--- src/rtl/cordic_pkg.sv ---
// Shared CORDIC constants and the round/saturate helper used by the output stages.
package cordic_pkg;

  localparam int unsigned GAIN_W         = 48;
  localparam int unsigned GAIN_FRAC_BITS = 46;
  localparam logic [GAIN_W-1:0] CORDIC_GAIN_FX = 48'd42731626441408;

  // Wide enough for any product IN_W + GAIN_W + 1 with IN_W up to 47.
  localparam int unsigned RS_W = 96;
  typedef logic signed [RS_W-1:0] wide_t;

  // Round half toward +inf, arithmetic shift right, then clamp to a signed out_w range.
  function automatic wide_t round_sat(wide_t value, int unsigned shift, int unsigned out_w);
    wide_t r;
    wide_t max_v;
    wide_t min_v;
    if (shift == 0) begin
      r = value;
    end else begin
      r = (value + (wide_t'(1) <<< (shift - 1))) >>> shift;
    end
    max_v = (wide_t'(1) <<< (out_w - 1)) - wide_t'(1);
    min_v = -(wide_t'(1) <<< (out_w - 1));
    if (r > max_v) begin
      r = max_v;
    end else if (r < min_v) begin
      r = min_v;
    end
    return r;
  endfunction

endpackage

--- src/rtl/cordic_gain_mul.sv ---
// Registered signed x unsigned-constant multiply, kept alone so it maps onto a DSP block.
module cordic_gain_mul
  import cordic_pkg::*;
#(
  parameter int unsigned       IN_W    = 20,
  parameter logic [GAIN_W-1:0] GAIN_FX = CORDIC_GAIN_FX
) (
  input  logic                       clk,
  input  logic                       rst_n,
  input  logic                       en,
  input  logic signed [IN_W-1:0]     a,
  output logic signed [IN_W+GAIN_W:0] p
);

  localparam int unsigned P_W = IN_W + GAIN_W + 1;

  logic signed [P_W-1:0] a_ext;
  logic signed [P_W-1:0] g_ext;
  logic signed [P_W-1:0] p_q;

  // Gain is zero-extended so its MSB is never read as a sign bit.
  assign a_ext = P_W'(a);
  assign g_ext = $signed(P_W'(GAIN_FX));

  always_ff @(posedge clk or negedge rst_n) begin
    if (!rst_n) begin
      p_q <= '0;
    end else if (en) begin
      p_q <= a_ext * g_ext;
    end
  end

  assign p = p_q;

endmodule

--- src/rtl/cordic_gain_comp.sv ---
// CORDIC output stage: gain compensation of X/Y, round/saturate of X/Y/Z, 3-stage
// valid/ready pipeline with a single global advance enable.
module cordic_gain_comp
  import cordic_pkg::*;
#(
  parameter int unsigned       IN_W    = 20,
  parameter int unsigned       OUT_W   = 18,
  parameter logic [GAIN_W-1:0] GAIN_FX = CORDIC_GAIN_FX,
  parameter bit                GAIN_EN = 1'b1
) (
  input  logic                    CLK,
  input  logic                    NGRST,
  input  logic                    din_valid,
  output logic                    din_ready,
  input  logic signed [IN_W-1:0]  x_in,
  input  logic signed [IN_W-1:0]  y_in,
  input  logic signed [IN_W-1:0]  z_in,
  output logic                    dout_valid,
  input  logic                    dout_ready,
  output logic signed [OUT_W-1:0] x_out,
  output logic signed [OUT_W-1:0] y_out,
  output logic signed [OUT_W-1:0] z_out
);

  localparam int unsigned P_W   = IN_W + GAIN_W + 1;
  localparam int unsigned SH_Z  = IN_W - OUT_W;
  localparam int unsigned SH_XY = GAIN_EN ? GAIN_FRAC_BITS + SH_Z : SH_Z;

  logic adv, en1, en2, en3;
  logic v1_q, v2_q, v3_q;
  logic signed [IN_W-1:0]  x1_q, y1_q, z1_q, z2_q;
  logic signed [P_W-1:0]   x2, y2;
  logic signed [OUT_W-1:0] x3_d, y3_d, z3_d;
  logic signed [OUT_W-1:0] x3_q, y3_q, z3_q;

  assign adv = !v3_q || dout_ready;
  assign en1 = adv && din_valid;
  assign en2 = adv && v1_q;
  assign en3 = adv && v2_q;

  always_ff @(posedge CLK or negedge NGRST) begin
    if (!NGRST) begin
      v1_q <= 1'b0;
      v2_q <= 1'b0;
      v3_q <= 1'b0;
    end else if (adv) begin
      v1_q <= din_valid;
      v2_q <= v1_q;
      v3_q <= v2_q;
    end
  end

  always_ff @(posedge CLK or negedge NGRST) begin
    if (!NGRST) begin
      x1_q <= '0;
      y1_q <= '0;
      z1_q <= '0;
    end else if (en1) begin
      x1_q <= x_in;
      y1_q <= y_in;
      z1_q <= z_in;
    end
  end

  always_ff @(posedge CLK or negedge NGRST) begin
    if (!NGRST) begin
      z2_q <= '0;
    end else if (en2) begin
      z2_q <= z1_q;
    end
  end

  if (GAIN_EN) begin : g_mul
    cordic_gain_mul #(
      .IN_W   (IN_W),
      .GAIN_FX(GAIN_FX)
    ) u_mul_x (
      .clk  (CLK),
      .rst_n(NGRST),
      .en   (en2),
      .a    (x1_q),
      .p    (x2)
    );

    cordic_gain_mul #(
      .IN_W   (IN_W),
      .GAIN_FX(GAIN_FX)
    ) u_mul_y (
      .clk  (CLK),
      .rst_n(NGRST),
      .en   (en2),
      .a    (y1_q),
      .p    (y2)
    );
  end else begin : g_byp
    logic signed [P_W-1:0] x2_q, y2_q;

    always_ff @(posedge CLK or negedge NGRST) begin
      if (!NGRST) begin
        x2_q <= '0;
        y2_q <= '0;
      end else if (en2) begin
        x2_q <= P_W'(x1_q);
        y2_q <= P_W'(y1_q);
      end
    end

    assign x2 = x2_q;
    assign y2 = y2_q;
  end

  always_comb begin
    x3_d = OUT_W'(round_sat(wide_t'(x2), SH_XY, OUT_W));
    y3_d = OUT_W'(round_sat(wide_t'(y2), SH_XY, OUT_W));
    z3_d = OUT_W'(round_sat(wide_t'(z2_q), SH_Z, OUT_W));
  end

  always_ff @(posedge CLK or negedge NGRST) begin
    if (!NGRST) begin
      x3_q <= '0;
      y3_q <= '0;
      z3_q <= '0;
    end else if (en3) begin
      x3_q <= x3_d;
      y3_q <= y3_d;
      z3_q <= z3_d;
    end
  end

  assign din_ready  = adv;
  assign dout_valid = v3_q;
  assign x_out      = x3_q;
  assign y_out      = y3_q;
  assign z_out      = z3_q;

endmodule

--- config.mk ---
export PLATFORM = sky130hd
export DESIGN_NAME = cordic_gain_comp
export DESIGN_NICKNAME = d
export VERILOG_FILES = /design/src/rtl/cordic_pkg.sv /design/src/rtl/cordic_gain_mul.sv /design/src/rtl/cordic_gain_comp.sv
export SDC_FILE = /design/constraint.sdc
export NUM_CORES = 2
export LEC_CHECK = 0
export ABC_AREA = 1
export CORE_MARGIN = 2
export CORE_UTILIZATION = 55
export DETAILED_ROUTE_END_ITERATION = 16
export MAX_ROUTING_LAYER = met4
export PLACE_DENSITY = 0.75
export SYNTH_ARGS = -nofsm -noshare
export SYNTH_HDL_FRONTEND = slang
export SYNTH_SLANG_ARGS = --single-unit
--- constraint.sdc ---
create_clock -name CLK -period 5.1 [get_ports CLK]
set_input_delay 0.51 -clock CLK [delete_from_list [all_inputs] [get_ports CLK]]
set_output_delay 0.51 -clock CLK [all_outputs]
set_load 0.02 [all_outputs]
Word level (Yosys, flattened, before mapping)
Index checks and enable logic that the tools add are counted.
{"block": "word_totals", "register_bits": 259, "latch_bits": 0, "mem_bits_rw": 0, "mem_bits_ro": 0, "input_bits": 64, "output_inout_bits": 56, "wordCells": 34, "memories": 0}
{"block": "op_classes", "add_sub_neg": 3, "multipliers": 2, "div": 0, "magnitude_cmp": 6, "n_eq_ne": 0, "shift": 0, "muxes": 6, "n_bitwise": 0, "reduce_logical": 5}
{"cell": "$add 67x49->68 const B", "n": 2}
{"cell": "$mul 20x41->61 const B", "n": 2}
{"cell": "$mux 18", "n": 6}
{"cell": "$gt 20x18->1 const B", "n": 2}
{"cell": "$lt 20x18->1 const B", "n": 2}
{"cell": "$add 20x3->21 const B", "n": 1}
{"cell": "$gt 19x18->1 const B", "n": 1}
{"cell": "$lt 19x18->1 const B", "n": 1}
{"cell": "$logic_and 1x1->1", "n": 3}
{"cell": "$logic_not 1->1", "n": 1}
{"cell": "$logic_or 1x1->1", "n": 1}

Longest topological paths before layout
{"block": "depth", "ltp_word": 4, "depth_mapped": 30}

Hierarchy
From an unflattened synthesis, not the netlist that was laid out.
{"block": "hier_totals", "cells_unflattened": 5329, "area_unflattened_um2": 42769.8}
{"mod": "cordic_gain_mul at g_mul.u_mul_y", "instances": 1, "cells_per_inst": 2281, "area_per_inst_um2": 18012.3, "seq_area_each_um2": 1526.5}
{"mod": "cordic_gain_mul at g_mul.u_mul_x", "instances": 1, "cells_per_inst": 2254, "area_per_inst_um2": 17910.9, "seq_area_each_um2": 1526.5}
{"mod": "cordic_gain_comp", "instances": 1, "cells_per_inst": 794, "area_per_inst_um2": 6846.6, "seq_area_each_um2": 3378.2}

Worst setup path after synthesis
Ideal clock, no wire load.
{"block": "synth_timing", "kind": "register -> register", "start": "register y1_q[9]", "end": "register g_mul.u_mul_y.p_q[62] (netlist: g_mul.u_mul_y.p[62])", "setup_ns": 0.118, "arrival_ns": 5.535, "setup_slack_ns": -0.553, "path_stages_with_launch": 26, "path_buffers": 0, "path_cell_list": "dfrtp_1 > fa_1 > inv_1 > fa_1 > fa_1 > inv_1 > fa_1 > inv_1 > fa_1 > inv_1 > fa_1 > inv_1 > fa_1 > inv_1 > ha_1 > nand2_1 > nor2_1 > nand2_1 > nor2_1 > nand4_1 > nor2_1 > nand2_1 > nand2_1 > nand2_1 > nand3_1 > nand2_1"}
{"block": "synth_via", "elab_chain_len": 1}
{"element": "start, declared", "line": "cordic_gain_comp.sv:31", "source": "logic signed [IN_W-1:0] x1_q, y1_q, z1_q, z2_q;"}
{"element": "start signal, assigned", "line": "cordic_gain_comp.sv:60", "source": "y1_q <= y_in;"}
{"element": "$mul 20x41->61", "line": "cordic_gain_mul.sv:29", "source": "p_q <= a_ext * g_ext;"}
{"element": "end signal, assigned", "line": "cordic_gain_mul.sv:29"}
{"element": "end, declared", "line": "cordic_gain_mul.sv:19", "source": "logic signed [P_W-1:0] p_q;"}
Every way passes these cells.
A chain may end at the register's enable or synchronous reset.

Worst setup path after layout
{"block": "layout_timing", "start": "register y1_q[10]", "end": "register g_mul.u_mul_y.p_q[51] (netlist: g_mul.u_mul_y.p[51])"}
The elaborated chain is that of the path after synthesis.

==> flow_summary.toml <==
[global_routing]
grt_pass1_wl_um = 201000
grt_max_degree = 117
grt_pass1_vias = 35200
antenna_found_initial = 1
overflow = 0
gr-usage-all-layers = 0.396

[die]
core_area_mm2 = 0.0685
die_h_um = 267
rows = 96
initial_utilization = 0.555
dieArea_mm2 = 0.0712
ios = 120
die_w_um = 267

[timing]
worst_slack_ns = -0.673
hold_viol = 0
clock.fmax_mhz = 173
grt_setup_unrepaired = "true"
max_slew_margin = 0.380
period_share = 1.13
clock_skew_ns = 0.0215
worstMarginPinSlew_ns = 0.930
fin_crit_ns = 5.77
slew_viol_final = 0
finalSetupViolCount = 40

[logic_synthesis]
syn_inst = 4794
synth_top_area_frac = 0.325
synth_top_cell_by_area = "fa_1"
syn-cell-area_mm2 = 0.0380
ys_ff_latch = 175
synth_edf_count = 0
ys_types = 42
yosysSeqAreaShare = 0.115
synth_flop_cell = "dfrtp_1"
avgSynthCellArea_um2 = 7.93
synth_nets = 6024
synth_area_leaders = "fa_1 32%, ha_1 18%, inv_1 13%"
async_flop_share = 1.00
synth_warnings = 0

[setup_path]
cp.arrival_ns = 6.16
cp.required_ns = 5.49
start_kind = "flip-flop"
rr_worst_depth = 27
end_kind = "flip-flop"
crit_path_max_fanout = 5
startpoint = "y1_q[10]"
r2r-start = "y1_q[10]"
critPathKind = "reg2reg"

[clocking]
clk_pin_slew_ns = 0.10
cts_tree = "done"
cts_hold_buf = 0
clockRootBuffer = "clkbuf_16"
cts_made_buffers = 17
clockBufferDepth = 2
insertion_delay_ns = 0.52
h-tree-depth = 4
cts_sinks = 175

[final_layout]
seq_area_mm2 = 0.00442
final_cells = 6376
n_fill_cell = 5810
multi_input_area_mm2 = 0.0304
nets = 6710
area_growth_syn_to_layout_pct = 24.2
drive_above_1_share = 0.212

[detailed_routing]
drt_iter0_drc = 2135
dr_total_vias = 32600
ant_nets = 0
drcViolationCount = 0
dr.pass1.iters = 5
via_per_inst = 5.12
wl_per_cell_um = 20.4
wirelength_um = 130000

[outcome]
status = "complete, but fails checks"
violations = "negative setup slack"

[placed_design]
place_congestion = 1.07
dpl.hpwl_um = 114000
dp.cells = 6303
io_buffers = 118

[job]
maxCapViolCount = 0

[hold_path]
hold_path.class = "in2async"
[worst max-delay path, cell delays in order (launching register included)]
cell and delay, ns:
dfrtp_2 0.50, fa_1 0.57, inv_2 0.04, fa_1 0.44
fa_1 0.51, inv_2 0.05, fa_1 0.50, inv_2 0.05
fa_1 0.48, inv_1 0.05, fa_1 0.50, inv_2 0.06
fa_1 0.55, inv_2 0.05, ha_4 0.29, nand2_4 0.07
buf_6 0.12, nor2_4 0.10, nand2_2 0.08, nor2_4 0.13
buf_4 0.12, nand2_1 0.05, nand2_1 0.08, nor2_2 0.05
nand2_1 0.05, nand2_1 0.06, nand3_2 0.06, nand2_1 0.06
[through the flow]
step / worst slack, ns / hold WS (ns) / setup TNS, ns / area (um^2) / utilization
2_1_floorplan: -0.262 / 0.214 / -7.45 / 38300 / -
5_1_grt: -0.905 / 0.0633 / -31.77 / 47200 / 0.690
3_3_place_gp: -0.785 / 0.456 / -25.91 / 44600 / 0.652
6_report: -0.673 / 0.0271 / -22.91 / 47200 / 0.690
3_5_place_dp: -0.782 / 0.467 / -26.41 / 44600 / 0.652
4_1_cts: -0.625 / 0.0302 / -21.82 / 46600 / 0.680
[final cells by class]
cell class | count | area share
Timing Repair Buffer | 704 | 0.121
Clock inverter | 15 | 0.00336
Tap cell | 882 | 0.0234
Multi-Input combinational cell | 3246 | 0.643
Inverter | 1336 | 0.107
Clock buffer | 17 | 0.00901
Sequential cell | 175 | 0.0936
Antenna cell | 1 | 0.0000530
[repair_timing]
item,4_1_cts,5_1_grt
endpoints found under the setup margin,40,40
pin swaps,114,102
buffers inserted,28,12
resized for setup,295,159
hold endpoints to repair,0,0
[kinds of logic (layout without fill, tap and decap cells)]
| group | Yosys count | after routing | share of synthesized area |
|---|---|---|---|
| AO/OA/AOI/OAI | 201 | 201 | 0.0295 |
| AND/OR/NAND/NOR | 1806 | 1806 | 0.194 |
| buffers and inverters | 1373 | 2072 | 0.137 |
| adder cells (fa/ha/maj) | 1166 | 1166 | 0.506 |
| XOR/XNOR | 45 | 45 | 0.0104 |
| multiplexers | 28 | 28 | 0.00829 |
| other | 0 | 1 | 0 |
| flip-flops | 175 | 175 | 0.115 |
[worst paths after layout]
kind | endpoint | slack [ns]
min in group CLK | z2_q[11] | 0.48
max | g_mul.u_mul_y.p[51] | -0.67
max in group asynchronous | g_mul.u_mul_y.p[59] | 3.94
min | x1_q[13] | 0.03
max reg2reg | g_mul.u_mul_y.p[51] | -0.67
min reg2reg | z2_q[11] | 0.48
[synth_stat cells (all sizes together) (21+ instances only)]
| master | instances |
|---|---|
| ha | 549 |
| nand4 | 35 |
| nand3 | 157 |
| inv | 1335 |
| o21ai | 41 |
| nor2 | 335 |
| xor2 | 31 |
| a21oi | 140 |
| nor3 | 37 |
| clkbuf | 21 |
| dfrtp | 175 |
| fa | 617 |
| mux2 | 28 |
| nand2 | 1184 |
[state kept, by name (all words and copies together), names as in the netlist]
register / count
v1_q: 1
x_out: 18
g_mul.u_mul_y.p: 20
dout_valid: 1
y_out: 18
g_mul.u_mul_x.p: 20
y1_q: 20
v2_q: 1
z1_q: 19
z_out: 18
z2_q: 19
x1_q: 20
[layer usage]
layer  share of wire  wire (um)  track usage
met1            0.39      50500        0.454
met2            0.50      64300        0.673
met3           0.043       5560       0.0408
met4           0.073       9510        0.238
met5               0          0            -
[cells in the final DEF (no fill, tap or decap), drive strengths merged, types with 13 or more instances in the layout]
cell and n:
nand3 157, nand2 1184, or2 18, clkbuf 18
buf 586, mux2 28, nor3 37, ha 549
dfrtp 175, clkdlybuf4s50 117, a21oi 140, xor2 31
nor2 335, inv 1345, xnor2 14, nand4 35
nand3b 13, fa 617, o21ai 41
Power is not shown: default switching activity piles up to over one toggle a cycle in this logic, so the estimate is an artifact.
